## src/rtl/event_decoder_if.sv

```systemverilog
// Bundle of the event input stream and the decoded-event output stream of event_decoder.
// The master modport drives the input words and evt_ready_i; the slave modport is the decoder.
interface event_decoder_if #(
    parameter int ROW_ADD = 3,
    parameter int COL_ADD = 3,
    parameter int TS_W    = 8,
    parameter int EPOCH_W = 8
);
    localparam int WIDTH = ROW_ADD + COL_ADD + TS_W + 1;

    // Input side has no backpressure: a word is taken on every edge where valid_i=1.
    // Output side is valid/ready: the head transfers on an edge where evt_valid_o=1 and
    // evt_ready_i=1; the head stays stable while evt_valid_o=1 and evt_ready_i=0.
    logic                     valid_i;
    logic [WIDTH-1:0]         data_i;
    logic                     evt_ready_i;
    logic                     evt_valid_o;
    logic [ROW_ADD-1:0]       x_o;
    logic [COL_ADD-1:0]       y_o;
    logic [EPOCH_W+TS_W-1:0]  ts_o;
    logic                     pol_o;
    logic                     overflow_o;
    logic [7:0]               drop_cnt_o;
    logic [15:0]              on_cnt_o;
    logic [15:0]              off_cnt_o;

    modport master (
        output valid_i, data_i, evt_ready_i,
        input  evt_valid_o, x_o, y_o, ts_o, pol_o, overflow_o, drop_cnt_o, on_cnt_o, off_cnt_o
    );

    modport slave (
        input  valid_i, data_i, evt_ready_i,
        output evt_valid_o, x_o, y_o, ts_o, pol_o, overflow_o, drop_cnt_o, on_cnt_o, off_cnt_o
    );
endinterface

```

## src/rtl/event_decoder.sv

```systemverilog
// Event word decoder: capture, split, extend timestamp with a local epoch, buffer in a FIFO.
// Optional macro EVT_DEDUP_EN drops a decoded word identical to the previously enqueued one.
module event_decoder #(
    parameter int ROW_ADD = 3,
    parameter int COL_ADD = 3,
    parameter int TS_W    = 8,
    parameter int EPOCH_W = 8,
    parameter int DEPTH   = 4
) (
    input logic           clk_i,
    input logic           reset_i,
    event_decoder_if.slave bus
);
    localparam int WIDTH   = ROW_ADD + COL_ADD + TS_W + 1;
    localparam int ENTRY_W = ROW_ADD + COL_ADD + EPOCH_W + TS_W + 1;
    localparam int AW      = $clog2(DEPTH);

    logic               dec_valid;
    logic [WIDTH-1:0]   dec_word;
    logic [ROW_ADD-1:0] dec_row;
    logic [COL_ADD-1:0] dec_col;
    logic [TS_W-1:0]    dec_ts;
    logic               dec_pol;

    logic [TS_W-1:0]    last_ts;
    logic [EPOCH_W-1:0] epoch;
    logic [EPOCH_W-1:0] next_epoch;

    logic [ENTRY_W-1:0] mem [DEPTH];
    logic [AW:0]        wr_ptr;
    logic [AW:0]        rd_ptr;
    logic [ENTRY_W-1:0] head;
    logic               empty;
    logic               full;

    logic               dup;
    logic               push_req;
    logic               push_ok;
    logic               drop;
    logic               pop;

    logic               overflow;
    logic [7:0]         drop_cnt;
    logic [15:0]        on_cnt;
    logic [15:0]        off_cnt;

    always_ff @(posedge clk_i or posedge reset_i) begin
        if (reset_i) begin
            dec_valid <= 1'b0;
            dec_word  <= '0;
        end else begin
            dec_valid <= bus.valid_i;
            if (bus.valid_i)
                dec_word <= bus.data_i;
        end
    end

    assign dec_row = dec_word[WIDTH-1 -: ROW_ADD];
    assign dec_col = dec_word[WIDTH-1-ROW_ADD -: COL_ADD];
    assign dec_ts  = dec_word[TS_W:1];
    assign dec_pol = dec_word[0];

    // A timestamp going backwards means the sender's counter wrapped.
    assign next_epoch = epoch + EPOCH_W'(dec_ts < last_ts);

`ifdef EVT_DEDUP_EN
    logic             last_valid;
    logic [WIDTH-1:0] last_word;

    always_ff @(posedge clk_i or posedge reset_i) begin
        if (reset_i) begin
            last_valid <= 1'b0;
            last_word  <= '0;
        end else if (push_ok) begin
            last_valid <= 1'b1;
            last_word  <= dec_word;
        end
    end

    assign dup = last_valid && (last_word == dec_word);
`else
    assign dup = 1'b0;
`endif

    assign empty    = (wr_ptr == rd_ptr);
    assign full     = (wr_ptr[AW] != rd_ptr[AW]) && (wr_ptr[AW-1:0] == rd_ptr[AW-1:0]);
    assign pop      = !empty && bus.evt_ready_i;
    assign push_req = dec_valid && !dup;
    // A pop on the same edge frees the slot, so a full FIFO still accepts.
    assign push_ok  = push_req && (!full || pop);
    assign drop     = push_req && full && !pop;

    always_ff @(posedge clk_i) begin
        if (push_ok)
            mem[wr_ptr[AW-1:0]] <= {dec_row, dec_col, next_epoch, dec_ts, dec_pol};
    end

    always_ff @(posedge clk_i or posedge reset_i) begin
        if (reset_i) begin
            wr_ptr   <= '0;
            rd_ptr   <= '0;
            last_ts  <= '0;
            epoch    <= '0;
            overflow <= 1'b0;
            drop_cnt <= '0;
            on_cnt   <= '0;
            off_cnt  <= '0;
        end else begin
            if (pop)
                rd_ptr <= rd_ptr + 1'b1;
            if (push_ok) begin
                wr_ptr  <= wr_ptr + 1'b1;
                last_ts <= dec_ts;
                epoch   <= next_epoch;
                if (dec_pol)
                    on_cnt <= on_cnt + 16'd1;
                else
                    off_cnt <= off_cnt + 16'd1;
            end
            if (drop) begin
                overflow <= 1'b1;
                if (drop_cnt != 8'hFF)
                    drop_cnt <= drop_cnt + 8'd1;
            end
        end
    end

    assign head = mem[rd_ptr[AW-1:0]];

    assign bus.evt_valid_o = !empty;
    assign bus.x_o         = empty ? '0 : head[ENTRY_W-1 -: ROW_ADD];
    assign bus.y_o         = empty ? '0 : head[ENTRY_W-1-ROW_ADD -: COL_ADD];
    assign bus.ts_o        = empty ? '0 : head[EPOCH_W+TS_W:1];
    assign bus.pol_o       = empty ? 1'b0 : head[0];
    assign bus.overflow_o  = overflow;
    assign bus.drop_cnt_o  = drop_cnt;
    assign bus.on_cnt_o    = on_cnt;
    assign bus.off_cnt_o   = off_cnt;
endmodule

```

## src/flat_wrapper.sv

```systemverilog
// flat-port wrapper written by rule: the top's interface ports become plain ports
module event_decoder_flat 
#(
    parameter int ROW_ADD = 3,
    parameter int COL_ADD = 3,
    parameter int TS_W    = 8,
    parameter int EPOCH_W = 8,
    parameter int DEPTH   = 4
)
  (clk_i, reset_i, bus_valid_i, bus_data_i, bus_evt_ready_i, bus_evt_valid_o, bus_x_o, bus_y_o, bus_ts_o, bus_pol_o, bus_overflow_o, bus_drop_cnt_o, bus_on_cnt_o, bus_off_cnt_o);
  event_decoder_if #(.ROW_ADD(ROW_ADD), .COL_ADD(COL_ADD), .TS_W(TS_W), .EPOCH_W(EPOCH_W)) bus_i ();
  input logic clk_i;
  input logic reset_i;
  input wire logic [$bits(bus_i.valid_i)-1:0] bus_valid_i;
  input wire logic [$bits(bus_i.data_i)-1:0] bus_data_i;
  input wire logic [$bits(bus_i.evt_ready_i)-1:0] bus_evt_ready_i;
  output wire logic [$bits(bus_i.evt_valid_o)-1:0] bus_evt_valid_o;
  output wire logic [$bits(bus_i.x_o)-1:0] bus_x_o;
  output wire logic [$bits(bus_i.y_o)-1:0] bus_y_o;
  output wire logic [$bits(bus_i.ts_o)-1:0] bus_ts_o;
  output wire logic [$bits(bus_i.pol_o)-1:0] bus_pol_o;
  output wire logic [$bits(bus_i.overflow_o)-1:0] bus_overflow_o;
  output wire logic [$bits(bus_i.drop_cnt_o)-1:0] bus_drop_cnt_o;
  output wire logic [$bits(bus_i.on_cnt_o)-1:0] bus_on_cnt_o;
  output wire logic [$bits(bus_i.off_cnt_o)-1:0] bus_off_cnt_o;
  assign bus_i.valid_i = bus_valid_i;
  assign bus_i.data_i = bus_data_i;
  assign bus_i.evt_ready_i = bus_evt_ready_i;
  assign bus_evt_valid_o = bus_i.evt_valid_o;
  assign bus_x_o = bus_i.x_o;
  assign bus_y_o = bus_i.y_o;
  assign bus_ts_o = bus_i.ts_o;
  assign bus_pol_o = bus_i.pol_o;
  assign bus_overflow_o = bus_i.overflow_o;
  assign bus_drop_cnt_o = bus_i.drop_cnt_o;
  assign bus_on_cnt_o = bus_i.on_cnt_o;
  assign bus_off_cnt_o = bus_i.off_cnt_o;
  event_decoder #(.ROW_ADD(ROW_ADD), .COL_ADD(COL_ADD), .TS_W(TS_W), .EPOCH_W(EPOCH_W), .DEPTH(DEPTH)) u_core (.clk_i(clk_i), .reset_i(reset_i), .bus(bus_i));
endmodule
```

## config.mk

```make
export PLATFORM = sky130hd
export DESIGN_NAME = event_decoder_flat
export DESIGN_NICKNAME = d
export VERILOG_FILES = /design/src/rtl/event_decoder_if.sv /design/src/rtl/event_decoder.sv /design/src/flat_wrapper.sv
export SDC_FILE = /design/constraint.sdc
export NUM_CORES = 1
export LEC_CHECK = 0
export ABC_CLOCK_PERIOD_IN_PS = 7560
export BUFFER_PORTS_ARGS = -buffer_cell sky130_fd_sc_hd__buf_2
export CORE_UTILIZATION = 62
export DETAILED_ROUTE_END_ITERATION = 6
export PLACE_DENSITY_LB_ADDON = 0.05
export SLEW_MARGIN = 15
export SYNTH_ARGS = -nofsm -noshare
export SYNTH_HDL_FRONTEND = slang
export SYNTH_SLANG_ARGS = --single-unit
```

## constraint.sdc

```tcl
create_clock -name clk_i -period 7.56 [get_ports clk_i]
set_input_delay 1.134 -clock clk_i [delete_from_list [all_inputs] [get_ports clk_i]]
set_output_delay 1.134 -clock clk_i [all_outputs]
set_load 0.05 [all_outputs]
```

=== Word-level counts from Yosys, hierarchy flattened ===
Memories as Yosys holds them, arrays and structs flattened.
Index checks and enable logic that the tools add are counted.

* Logic and storage cells: 41
* Flip-flop bits (word level): 79
* RAM bits: 92
* Bits of input ports: 19
* Memories: 1

{| class="wikitable"
|+ Memories
! memory !! words !! bits a word !! read ports !! clocked after Yosys merged registers in !! write ports !! line !! text
|-
| u_core.mem || 4 || 23 || 1 || 0 || 1 || event_decoder.sv:29 || <nowiki>logic [ENTRY_W-1:0] mem [DEPTH];</nowiki>
|}

* Add/subtract/negate cells: 6
* Magnitude comparators: 1
* Reduce and logical (&&, ||, !) cells: 12
* Bitwise logic cells: 1
* Equal/unequal tests: 4
* Multiplexer cells: 6

{| class="wikitable"
|+ Operator list
! kind !! count
|-
| adder 16 x 1 -> 16 bit, second input constant || 2
|-
| 2-to-1 mux 16 bit || 1
|-
| adder 8 x 1 -> 8 bit || 1
|-
| adder 8 x 1 -> 8 bit, second input constant || 1
|-
| less-than comparator 8 bit || 1
|-
| != test 8 bit, second input constant || 1
|-
| adder 3 x 1 -> 3 bit, second input constant || 2
|-
| 2-to-1 mux 3 bit || 2
|-
| AND reduction 2 bit || 3
|-
| logical AND 1 bit || 5
|-
| == test 3 bit || 1
|-
| zero test 1 bit || 3
|-
| 2-to-1 mux 1 bit || 3
|-
| == test 2 bit || 1
|-
| logical OR 1 bit || 1
|-
| != test 1 bit || 1
|-
| inverter 1 bit || 1
|}

=== Longest topological paths before layout ===
* Depth in word-level cells: 7
* Depth in mapped cells: 12

=== Worst setup path after synthesis ===
Ideal clock, no wire load.

* Kind: flip-flop to output port
* From: reg u_core.rd_ptr[0]
* To: out bus_ts_o[0]
* Cell stages (with the launch flop): 6
* Arrival: 1862 ps
* Setup slack: 4564 ps
* Cell sequence: dfrtp_1 -> buf_4 -> xor2_2 -> nor3b_1 -> clkbuf_1 -> nor2b_1

* Word-level cells in the longest chain between the ends: 2

{| class="wikitable"
|+ RTL lines
! element !! line !! text
|-
| start: declaration || event_decoder.sv:31 || <nowiki>logic [AW:0] rd_ptr;</nowiki>
|-
| start signal: assignment || event_decoder.sv:110 || <nowiki>rd_ptr <= rd_ptr + 1'b1;</nowiki>
|-
| memory (4 x 23 bit) / == test 3 bit (equally long branches) || - ||
|-
| 2-to-1 mux 16 bit * || event_decoder.sv:133 || <nowiki>assign bus.ts_o = empty ? '0 : head[EPOCH_W+TS_W:1];</nowiki>
|-
| end: declaration || flat_wrapper.sv:20 || <nowiki>output wire logic [$bits(bus_i.ts_o)-1:0] bus_ts_o;</nowiki>
|}

Mark *: on every way between the ends. The rest lies on a longest branch, timed or not.

=== Final worst setup path ===
* From: reg u_core.rd_ptr[0]
* To: out bus_ts_o[15]

Same word-level chain as after synthesis.

==> metrics.txt <==
status finished, final reports clean; Synth area leader edfxtp_1; vias in the first global route between 4000 and 5000; switching share of power between 40% and 50%; antenna viol nets, final 0; Post-DP HPWL roughly 7700 µm; IO Port Bufs just over 80; Routed WL per cell between 15 and 20 µm; Total Routed Length 13000 µm; clock latency on the worst-skew pair roughly 0.42 ns; Clock Skews between 0.006 and 0.007 ns; synthesized area 7180 µm²; Syn Nets about 500; Post-synth top cells 92 x edfxtp_1, 79 x dfrtp_1, 40 x nand2_1; Post-synth EDFFs between 90 and 100; met1 Use GR between 30% and 40%; Synth Register Bits 171; share of power burned in combinational logic 40.8%; Core Box Area about 11000 µm²; Max Cap Violations 0; Iteration-0 DRC Markers 170; CP max FO 26; die area between 10000 and 15000 µm²; GRT met2 Usage roughly 40%; Hold-fix buffers, CTS 0; clk root buf clkbuf_16; share of the synthesized area in the top cell type between 30% and 40%; fin crit period about 3.5 ns; DP Area approximately 7800 µm²; worst endpoint required time 6.43 ns; Final Slew Violations 0; # DRC 0; I/O pins 84; R2R depth 9; Hold WC Path Type reg -> reg; DIE HEIGHT 110 µm; Setup Crit Path Kind reg -> out; Setup Fix Bufs, Post-CTS 0; clock slew seen by the registers of the worst setup and hold paths roughly 0.06 ns; sum of negative setup slack 0 ns; crit path launch type flip-flop; synth top area cells edfxtp_1 38%, dfrtp_1 28%, mux4_2 7.2%; first-pass GRT wire length approximately 21000 µm; power per cell area roughly 450 nW/µm²; GRT Resource Usage Total approximately 24%; initial core utilization between 60% and 70%; clock sink count around 170; vias per std cell about 5.7; Final Cell Area about 8300 µm²; antenna violations before repair 0; DRT Pass-1 Iters 4; Ant. Diodes 0; crit end category output pin; Final setup violation count 0; Async SR Flop Fraction roughly 46%; Via Count 4093; H-tree levels 4; share of cells above drive strength 1 just under 30%; Syn Inst Count 470; unrepaired setup endpoints after global routing no; M3 GR Usage 5.22%; gr busiest metal met2; Tot Pwr around 3.8 mW; post-synth cell types 42; TritonCTS clock tree done; sequential share of power a little over a third; worst slew pin tran around 0.99 ns; synth warn 0; fmax between 200 and 300 MHz; NetSw ~1.5 mW; max_slew headroom between 30% and 40%; Top FF cell, synth edfxtp_1; Nets between 600 and 700; die outline width 110 µm; post-CTS sizing 0; VDD IR-drop max approximately 0.34 mV; Leakage between 3 and 4 nW; Remaining Overflow, GRT 0; gpl congestion roughly 0.74; Arr. time, crit path 2.37 ns; Post-Syn Area per Cell 15.3 µm²; internal power ~2.2 mW; sequential fraction of the synthesis area 66.0%; final hold viol count 0; Area Growth Syn to Fin 16.3%; largest net degree at the start of global routing 80; period utilization about 46%; hold path depth 1; row count 38; maximum clock insertion buffer count 2; clock power share 22.9%; count leader, synth edfxtp_1; CTS buffer count 17
==> stage by stage <==
| step | setup slack, ns | instances | util, % | hold WS, ns |
|---|---|---|---|---|
| after CTS | 3.98 | 718 | 75.4 | 0.469 |
| after global placement | 4.50 | 686 | 70.1 | 0.451 |
| after floorplan | 4.40 | 470 | - | 0.447 |
| after detailed placement | 4.43 | 686 | 70.1 | 0.455 |
| final | 4.05 | 718 | 75.4 | 0.468 |
| after global routing | 3.89 | 718 | 75.4 | 0.475 |
==> power groups by stage <==
stage	Sequential, mW	Clock, mW	Combinational [mW]
6_report	1.36	0.860	1.53
3_5_place_dp	1.37	0	1.54
2_1_floorplan	1.48	0	1.08
4_1_cts	1.36	0.870	1.55
5_1_grt	1.39	0.903	1.64
3_3_place_gp	1.36	0	1.51
==> layout by cell type, fill, tap and decap left out, types with 2 or more instances in the layout <==
cell | netlist | layout
clkbuf_16 | 0 | 17
and2_1 | 4 | 4
clkbuf_1 | 7 | 3
bufinv_16 | 0 | 3
nor2b_1 | 20 | 20
mux2_2 | 19 | 19
buf_4 | 3 | 7
nand2b_1 | 2 | 2
nor2_1 | 18 | 18
dfrtp_1 | 79 | 79
clkinvlp_4 | 0 | 2
ha_1 | 17 | 17
xor2_2 | 2 | 2
a21o_1 | 2 | 2
clkinv_1 | 0 | 2
nor4_1 | 3 | 3
edfxtp_1 | 92 | 92
mux4_2 | 23 | 23
inv_1 | 15 | 14
clkinv_4 | 0 | 3
and2b_1 | 3 | 3
o21ai_0 | 8 | 8
nand2_1 | 40 | 40
nand3_1 | 18 | 18
and3_1 | 7 | 7
xor2_1 | 17 | 17
buf_2 | 3 | 83
xnor2_1 | 34 | 34
nor3_1 | 3 | 3
nand4_1 | 13 | 13
clkinv_2 | 0 | 3
==> area by class of cell <==
type                       instances  area, µm²
clock buffer                      20        437
clock inverter                    12        149
fill                             689       2730
inverter                          15       57.6
multi-input combinational        270       2320
sequential                       171       4740
tap                              140        175
timing repair buffer              90        468
==> flip-flops by register name (all words and copies together) (netlist names) <==
signal                 flops
u_core.dec_valid           1
u_core.bus.on_cnt_o       16
u_core.last_ts             8
u_core.bus.off_cnt_o      16
u_core.mem                92
u_core.epoch               8
u_core.bus.drop_cnt_o      8
u_core.wr_ptr              3
u_core.dec_word           15
u_core.rd_ptr              3
u_core.bus.overflow_o      1
==> cell families (layout without fill, tap and decap cells) <==
kind of cell | after synthesis | after routing | synth area share, %
flip-flops | 171 | 171 | 66.0
AND/OR/NAND/NOR | 139 | 139 | 10.1
XOR/XNOR | 54 | 54 | 6.90
multiplexers | 43 | 43 | 10.3
buffers and inverters | 29 | 137 | 1.72
adder cells (fa/ha/maj) | 17 | 17 | 2.96
AO/OA/AOI/OAI | 17 | 17 | 1.99
==> path summary, 6_finish.rpt <==
check | startpoint | to | slack [ns]
max | u_core.rd_ptr[0]$_DFFE_PP0P_ | bus_ts_o[15] | 4.05
min | u_core.bus.off_cnt_o[15]$_DFFE_PP0P_ | u_core.bus.off_cnt_o[15]$_DFFE_PP0P_ | 0.47
max reg2reg | u_core.dec_word[7]$_DFFE_PP0P_ | u_core.mem[0][15]$_DFFE_PP_ | 4.68
min reg2reg | u_core.bus.off_cnt_o[15]$_DFFE_PP0P_ | u_core.bus.off_cnt_o[15]$_DFFE_PP0P_ | 0.47
max in group asynchronous | reset_i | u_core.bus.off_cnt_o[9]$_DFFE_PP0P_ | 5.90
min in group asynchronous | reset_i | u_core.dec_word[9]$_DFFE_PP0P_ | 0.99
==> worst max-delay path, cell delays in order (launching register included) <==
cell,delay (ns)
dfrtp_1,0.32
buf_4,0.45
xor2_2,0.23
nor3b_2,0.20
buf_4,0.31
and2b_1,0.22
buf_2,0.20
==> routing by layer <==
metal  vias to the layer above  part of all wire (%)
met5                         -                     0
met4                         0                   2.0
met3                        25                   4.6
met2                       124                    50
met1                      2050                    43
li1                       1894                     -
(Power assumes the default switching activity.)
